**src/rtl/fetch_pkg.sv**
```systemverilog
// rtl/fetch_pkg.sv - shared fetch/decode types, FSM states and constants
package fetch_pkg;

  localparam logic [31:0] NOP_INSTR_DEFAULT = 32'h0000_0000;
  localparam logic [31:0] PC_STEP           = 32'd4;

  typedef enum logic [1:0] {
    ST_BOOT  = 2'd0,
    ST_RUN   = 2'd1,
    ST_FAULT = 2'd2
  } fetch_state_e;

  typedef struct packed {
    logic [31:0] instruction;
    logic [31:0] pc_plus4;
    logic        valid;
  } if_id_t;

  // A fetch address is legal when word aligned and inside the memory.
  function automatic logic addr_legal(input logic [31:0] addr, input logic [31:0] words);
    return (addr[1:0] == 2'b00) && ({2'b00, addr[31:2]} < words);
  endfunction

endpackage

```
**src/rtl/fetch_stage_if.sv**
```systemverilog
// rtl/fetch_stage_if.sv - fetch stage control, instruction memory and IF/ID signal bundle
interface fetch_stage_if;

  logic        Stall;
  logic        Redirect;
  logic [31:0] RedirectTarget;
  logic [31:0] ImemAddress;
  logic [31:0] ImemInstruction;
  logic [31:0] PC;
  logic [31:0] IfId_Instruction;
  logic [31:0] IfId_PCPlus4;
  logic        IfId_Valid;
  logic        AddrFault;

  modport master (
    input  Stall, Redirect, RedirectTarget, ImemInstruction,
    output ImemAddress, PC, IfId_Instruction, IfId_PCPlus4, IfId_Valid, AddrFault
  );

  modport slave (
    output Stall, Redirect, RedirectTarget, ImemInstruction,
    input  ImemAddress, PC, IfId_Instruction, IfId_PCPlus4, IfId_Valid, AddrFault
  );

endinterface

```
**src/rtl/if_id_register.sv**
```systemverilog
// rtl/if_id_register.sv - IF/ID pipeline register with load, hold and bubble controls
module if_id_register
  import fetch_pkg::*;
#(
  parameter logic [31:0] NOP_INSTR = NOP_INSTR_DEFAULT
) (
  input  logic   clk_i,
  input  logic   rst_ni,
  input  logic   load_i,
  input  logic   bubble_i,
  input  if_id_t data_i,
  output if_id_t data_o
);

  localparam if_id_t BUBBLE = '{instruction: NOP_INSTR, pc_plus4: 32'h0, valid: 1'b0};

  if_id_t bundle_q;
  if_id_t bundle_d;

  // Bubble outranks load so a squash always wins; neither asserted means hold.
  always_comb begin
    bundle_d = bundle_q;
    if (bubble_i) begin
      bundle_d = BUBBLE;
    end else if (load_i) begin
      bundle_d = data_i;
    end
  end

  always_ff @(posedge clk_i or negedge rst_ni) begin
    if (!rst_ni) begin
      bundle_q <= BUBBLE;
    end else begin
      bundle_q <= bundle_d;
    end
  end

  assign data_o = bundle_q;

endmodule

```
**src/rtl/fetch_stage.sv**
```systemverilog
// rtl/fetch_stage.sv - program counter, fetch FSM and IF/ID capture ahead of decode
module fetch_stage
  import fetch_pkg::*;
#(
  parameter logic [31:0] RESET_PC   = 32'h0000_0000,
  parameter int unsigned IMEM_WORDS = 128,
  parameter logic [31:0] NOP_INSTR  = NOP_INSTR_DEFAULT
) (
  input logic          Clk,
  input logic          Rst,
  fetch_stage_if.master bus
);

  localparam logic [31:0] WORDS      = 32'(IMEM_WORDS);
  localparam logic [31:0] IMEM_BYTES = 32'(IMEM_WORDS * 4);

  fetch_state_e state_q, state_d;
  logic [31:0]  pc_q, pc_d;
  logic         fault_q, fault_d;

  logic [31:0]  pc_plus4;
  logic [31:0]  pc_seq;
  logic         target_legal;
  logic         ifid_load;
  logic         ifid_bubble;
  if_id_t       ifid_d;
  if_id_t       ifid_q;

  // The recorded PC+4 stays unwrapped; only the next fetch address wraps.
  assign pc_plus4     = pc_q + PC_STEP;
  assign pc_seq       = (pc_plus4 == IMEM_BYTES) ? 32'h0 : pc_plus4;
  assign target_legal = addr_legal(bus.RedirectTarget, WORDS);

  assign ifid_d = '{instruction: bus.ImemInstruction, pc_plus4: pc_plus4, valid: 1'b1};

  always_comb begin
    state_d     = state_q;
    pc_d        = pc_q;
    fault_d     = fault_q;
    ifid_load   = 1'b0;
    ifid_bubble = 1'b0;
    case (state_q)
      ST_BOOT: begin
        ifid_bubble = 1'b1;
        state_d     = ST_RUN;
      end
      ST_RUN: begin
        if (bus.Redirect) begin
          ifid_bubble = 1'b1;
          if (target_legal) begin
            pc_d = bus.RedirectTarget;
          end else begin
            fault_d = 1'b1;
            state_d = ST_FAULT;
          end
        end else if (!bus.Stall) begin
          ifid_load = 1'b1;
          pc_d      = pc_seq;
        end
      end
      ST_FAULT: begin
        ifid_bubble = 1'b1;
      end
      default: begin
        ifid_bubble = 1'b1;
        state_d     = ST_BOOT;
      end
    endcase
  end

  always_ff @(posedge Clk or negedge Rst) begin
    if (!Rst) begin
      state_q <= ST_BOOT;
      pc_q    <= RESET_PC;
      fault_q <= 1'b0;
    end else begin
      state_q <= state_d;
      pc_q    <= pc_d;
      fault_q <= fault_d;
    end
  end

  if_id_register #(
    .NOP_INSTR (NOP_INSTR)
  ) u_if_id (
    .clk_i    (Clk),
    .rst_ni   (Rst),
    .load_i   (ifid_load),
    .bubble_i (ifid_bubble),
    .data_i   (ifid_d),
    .data_o   (ifid_q)
  );

  assign bus.ImemAddress      = pc_q;
  assign bus.PC               = pc_q;
  assign bus.AddrFault        = fault_q;
  assign bus.IfId_Instruction = ifid_q.instruction;
  assign bus.IfId_PCPlus4     = ifid_q.pc_plus4;
  assign bus.IfId_Valid       = ifid_q.valid;

endmodule

```
**src/flat_wrapper.sv**
```systemverilog
// flat-port wrapper written by rule: the top's interface ports become plain ports
module fetch_stage_flat import fetch_pkg::*;
#(
  parameter logic [31:0] RESET_PC   = 32'h0000_0000,
  parameter int unsigned IMEM_WORDS = 128,
  parameter logic [31:0] NOP_INSTR  = NOP_INSTR_DEFAULT
)
  (Clk, Rst, bus_Stall, bus_Redirect, bus_RedirectTarget, bus_ImemInstruction, bus_ImemAddress, bus_PC, bus_IfId_Instruction, bus_IfId_PCPlus4, bus_IfId_Valid, bus_AddrFault);
  fetch_stage_if bus_i ();
  input logic Clk;
  input logic Rst;
  input wire logic [$bits(bus_i.Stall)-1:0] bus_Stall;
  input wire logic [$bits(bus_i.Redirect)-1:0] bus_Redirect;
  input wire logic [$bits(bus_i.RedirectTarget)-1:0] bus_RedirectTarget;
  input wire logic [$bits(bus_i.ImemInstruction)-1:0] bus_ImemInstruction;
  output wire logic [$bits(bus_i.ImemAddress)-1:0] bus_ImemAddress;
  output wire logic [$bits(bus_i.PC)-1:0] bus_PC;
  output wire logic [$bits(bus_i.IfId_Instruction)-1:0] bus_IfId_Instruction;
  output wire logic [$bits(bus_i.IfId_PCPlus4)-1:0] bus_IfId_PCPlus4;
  output wire logic [$bits(bus_i.IfId_Valid)-1:0] bus_IfId_Valid;
  output wire logic [$bits(bus_i.AddrFault)-1:0] bus_AddrFault;
  assign bus_i.Stall = bus_Stall;
  assign bus_i.Redirect = bus_Redirect;
  assign bus_i.RedirectTarget = bus_RedirectTarget;
  assign bus_i.ImemInstruction = bus_ImemInstruction;
  assign bus_ImemAddress = bus_i.ImemAddress;
  assign bus_PC = bus_i.PC;
  assign bus_IfId_Instruction = bus_i.IfId_Instruction;
  assign bus_IfId_PCPlus4 = bus_i.IfId_PCPlus4;
  assign bus_IfId_Valid = bus_i.IfId_Valid;
  assign bus_AddrFault = bus_i.AddrFault;
  fetch_stage #(.RESET_PC(RESET_PC), .IMEM_WORDS(IMEM_WORDS), .NOP_INSTR(NOP_INSTR)) u_core (.Clk(Clk), .Rst(Rst), .bus(bus_i));
endmodule
```
**config.mk**
```make
export PLATFORM = sky130hd
export DESIGN_NAME = fetch_stage_flat
export DESIGN_NICKNAME = d
export VERILOG_FILES = /design/src/rtl/fetch_pkg.sv /design/src/rtl/fetch_stage_if.sv /design/src/rtl/if_id_register.sv /design/src/rtl/fetch_stage.sv /design/src/flat_wrapper.sv
export SDC_FILE = /design/constraint.sdc
export NUM_CORES = 1
export LEC_CHECK = 0
export ABC_AREA = 1
export BUFFER_PORTS_ARGS = -buffer_cell sky130_fd_sc_hd__buf_4
export CELL_PAD_IN_SITES_DETAIL_PLACEMENT = 0
export CELL_PAD_IN_SITES_GLOBAL_PLACEMENT = 2
export CORE_MARGIN = 2
export CORE_UTILIZATION = 24
export CTS_CLUSTER_DIAMETER = 30
export CTS_CLUSTER_SIZE = 28
export DETAILED_ROUTE_END_ITERATION = 7
export GPL_TIMING_DRIVEN = 0
export PLACE_DENSITY_LB_ADDON = 0.1
export SYNTH_ARGS = -nofsm -noshare
export SYNTH_HDL_FRONTEND = slang
export SYNTH_SLANG_ARGS = --single-unit
```
**constraint.sdc**
```tcl
create_clock -name Clk -period 1.95 [get_ports Clk]
set_input_delay 0.195 -clock Clk [delete_from_list [all_inputs] [get_ports Clk]]
set_output_delay 0.195 -clock Clk [all_outputs]
set_load 0.05 [all_outputs]
```
==> results.yml <==
drt:
  wl_per_cell_um: 14.9
  drtPass1Iterations: 4
  num_vias: 5217
  drc: 0
  met3_length_mm: 1.04
  routed_wl_mm: 18.3
  topRoutingLayerUsed: "met4"
  first_iter_violations: 189
  avgViaCountPerCell: 4.25
  wl_met1_mm: 8.14
  drt.antenna.violating_nets: 0
  wl_met2_mm: 8.80
floorplan:
  die_w_um: 152
  coreArea_mm2: 0.0217
  die_area_mm2: 0.0232
  rows: 54
  start_util: 0.243
  die_height_um: 152
  num_io_pins: 198
clock_network:
  htreeDepth: 3
  cts-buffers-inserted: 9
  cts-root-buf: "clkbuf_16"
  clk_path_buf_depth: 2
  insertion_delay_ns: 0.36
  tritoncts: "done"
  cts_sinks: 100
  path_clk_slew_ns: 0.08
final_layout:
  nets: 1012
  fillCellCount: 2314
  design_area_mm2: 0.00793
  multi_input_area_mm2: 0.00221
  final-seq-area_mm2: 0.00252
  area_growth_pct: 50.5
  drive_above_1_share: 0.392
  antenna_cells: 0
  final_util: 0.366
logic_synthesis:
  synth_nets: 774
  post_synth_fa_ha_maj_area_fraction: 0.00475
  netlist_instances: 704
  muxShareOfSynthArea: 0
  synth_cell_type_count: 27
  synth_compound_area_frac: 0.115
  avgSynthCellArea_um2: 7.49
  synth_top_family_by_area: "simple AND/OR/NAND/NOR gates"
  yosys_warnings: 0
  synthSimpleGateAreaFrac: 0.257
  synth_xor_xnor_area_share: 0.00332
  synth-seq-area-share: 0.475
  ys_ff_latch: 100
  mappedNetlistArea_mm2: 0.00527
worst_setup_path:
  arrival_ns: 2.40
  criticalPathCategory: "reg -> reg"
  startpoint: "u_core.bus.ImemAddress[3]$_DFFE_PN0P_"
  startpoint_type: "register"
  cp_max_fo: 6
  critPathRequiredTime_ns: 2.23
  cp-end-kind: "register"
  rr_startpoint: "u_core.bus.ImemAddress[3]$_DFFE_PN0P_"
global_route:
  gr-total-overflow: 0
  grt_pass1_vias: 5360
  grt_max_degree: 101
  grt.total_usage: 0.158
  grt_first_pass_wirelength_mm: 29.0
  antenna_found_initial: 0
sta:
  worst_slew_pin_slew_ns: 0.472
  rsz0062_at_grt: "true"
  finalClockSkew_ns: 0.0130
  max_clock_freq_ghz: 0.471
  hold_violations: 0
  fin_ws_ns: -0.171
  setup_viol: 6
  finalMaxSlewViolations: 0
  max_slew_margin: 0.686
  min_period_ns: 2.12
  timing.final.crit_share: 1.09
pwr:
  leakage_nw: 3.85
  power_density_mw_per_mm2: 1580
  vdd_drop_max_mv: 0.779
min_path:
  worstHoldStart: "bus_ImemInstruction[0]"
  worstHoldPathType: "in -> reg"
placement:
  place_ws_ns: -0.542
  hpwl_mm: 13.7
  port_buffers: 196
  gp_congestion: 0.787
  dpl_cell_area_mm2: 0.00712
flow_run:
  drv_cap: 0
status:
  outcome: "finished with violations"
  failed_checks: "negative setup slack"
==> power breakdown <==
part           internal [W]  total [W]  switching, W
Sequential          0.00257    0.00319      0.000629
Combinational       0.00245    0.00740       0.00495
Clock               0.00102    0.00192      0.000902
Total               0.00603     0.0125       0.00648
==> critical path: stages, from the launching register on <==
cell and delay, ns:
dfrtp_2 0.41, buf_6 0.12, nand2_4 0.04, nor2_4 0.26, nand2_4 0.11, nor2_4 0.18
buf_4 0.13, buf_4 0.11, nand2_1 0.05, nand2_1 0.09, nor2_2 0.06, nand3_1 0.10
nor2_2 0.06, nand3_4 0.11, nand3_2 0.09, a21oi_2 0.13
==> logic make-up (layout without fill, tap and decap cells) <==
kind of cell / count (synthesis) / after routing
and+or+nand+nor: 316 / 316
adders and majority gates: 2 / 2
AOI/OAI and AO/OA: 114 / 114
xor gates and xnor gates: 2 / 2
buffers and inverters: 170 / 413
DFF: 100 / 100
==> stage by stage <==
step,setup TNS [ns],std cells,total power (W),hold slack [ns]
2_1_floorplan,-0.440,704,0.00785,-0.101
3_3_place_gp,-22.31,1180,0.0100,0.401
3_5_place_dp,-26.03,1180,0.0100,0.406
4_1_cts,-0.588,1214,0.0123,0.0280
5_1_grt,-1.96,1227,0.0133,0.0410
6_report,-0.741,1227,0.0125,0.0366
==> path summary, 6_finish.rpt <==
path	to	slack [ns]	cells past startpoint
worst max register to register	u_core.bus.ImemAddress[2]$_DFFE_PN0P_	-0.17	15
max in group asynchronous	u_core.bus.ImemAddress[2]$_DFFE_PN0P_	0.95	3
worst max-delay path	u_core.bus.ImemAddress[2]$_DFFE_PN0P_	-0.17	15
worst min-delay path	u_core.u_if_id.data_o[33]$_DFFE_PN0P_	0.04	3
min in group asynchronous	u_core.bus.ImemAddress[16]$_DFFE_PN0P_	0.33	2
worst min register to register	u_core.state_q[0]$_DFFE_PN0P_	0.45	1
==> registers in the layout (all words and copies together) (netlist names) <==
name and flops:
u_core.bus.ImemAddress 32, u_core.state_q 2, u_core.u_if_id.data_o 65, u_core.bus.AddrFault 1
==> layout by cell type, fill, tap and decap left out, types with 5 or more instances in the layout <==
master	n
buf_4	254
nand2_1	169
inv_1	115
dfrtp_1	82
o21ai_0	78
nor2_1	58
nand3_1	25
dfrtp_2	18
nor2_4	16
nand2_2	16
o22ai_1	14
nor2_2	11
clkbuf_2	9
a21oi_1	9
clkbuf_16	9
clkbuf_1	6
nand4_1	6
nand3_2	5
a21oi_2	5
==> layout make-up <==
| type | instances | area share |
|---|---|---|
| flip-flops and latches | 100 | 0.318 |
| multi-input cells | 434 | 0.279 |
| repair buffers | 228 | 0.222 |
| inverters | 117 | 0.0557 |
| well taps | 280 | 0.0442 |
| plain buffers | 52 | 0.0431 |
| clock buffers | 9 | 0.0284 |
| clock inverters | 7 | 0.0101 |
==> Yosys cell counts (all sizes together) <==
library cell    n  area (µm²)
nand4           6        37.5
and2            3        18.8
buf            37         270
o21a            1        7.51
nand3          32         165
xnor2           1        8.76
nor2           85         389
nor3b           1        7.51
clkbuf         16        60.1
dfrtp         100        2500
a31oi           1        6.26
xor2            1        8.76
o22ai          14        87.6
ha              2        25.0
inv           117         439
a22oi           4        30.0
a21oi          14        70.1
o21ai          79         395
o211ai          1        7.51
nand2         189         734
==> timing repair <==
| item | CTS | global route |
|---|---|---|
| pin swaps | 10 | 31 |
| gates resized for setup | 31 | 54 |
| endpoints found under the hold margin | 0 | 44 |
| endpoints found under the setup margin | 92 | 88 |
| buffers inserted | 18 | 12 |
| hold buffers | 0 | 1 |
==> layer usage <==
layer  global-route usage  up-vias
li1                     -     2632
met1                0.204     2448
met2                0.257      121
met3               0.0444       16
met4               0.0498        0
met5                    0        -
Power figures use the tool's default switching activity.
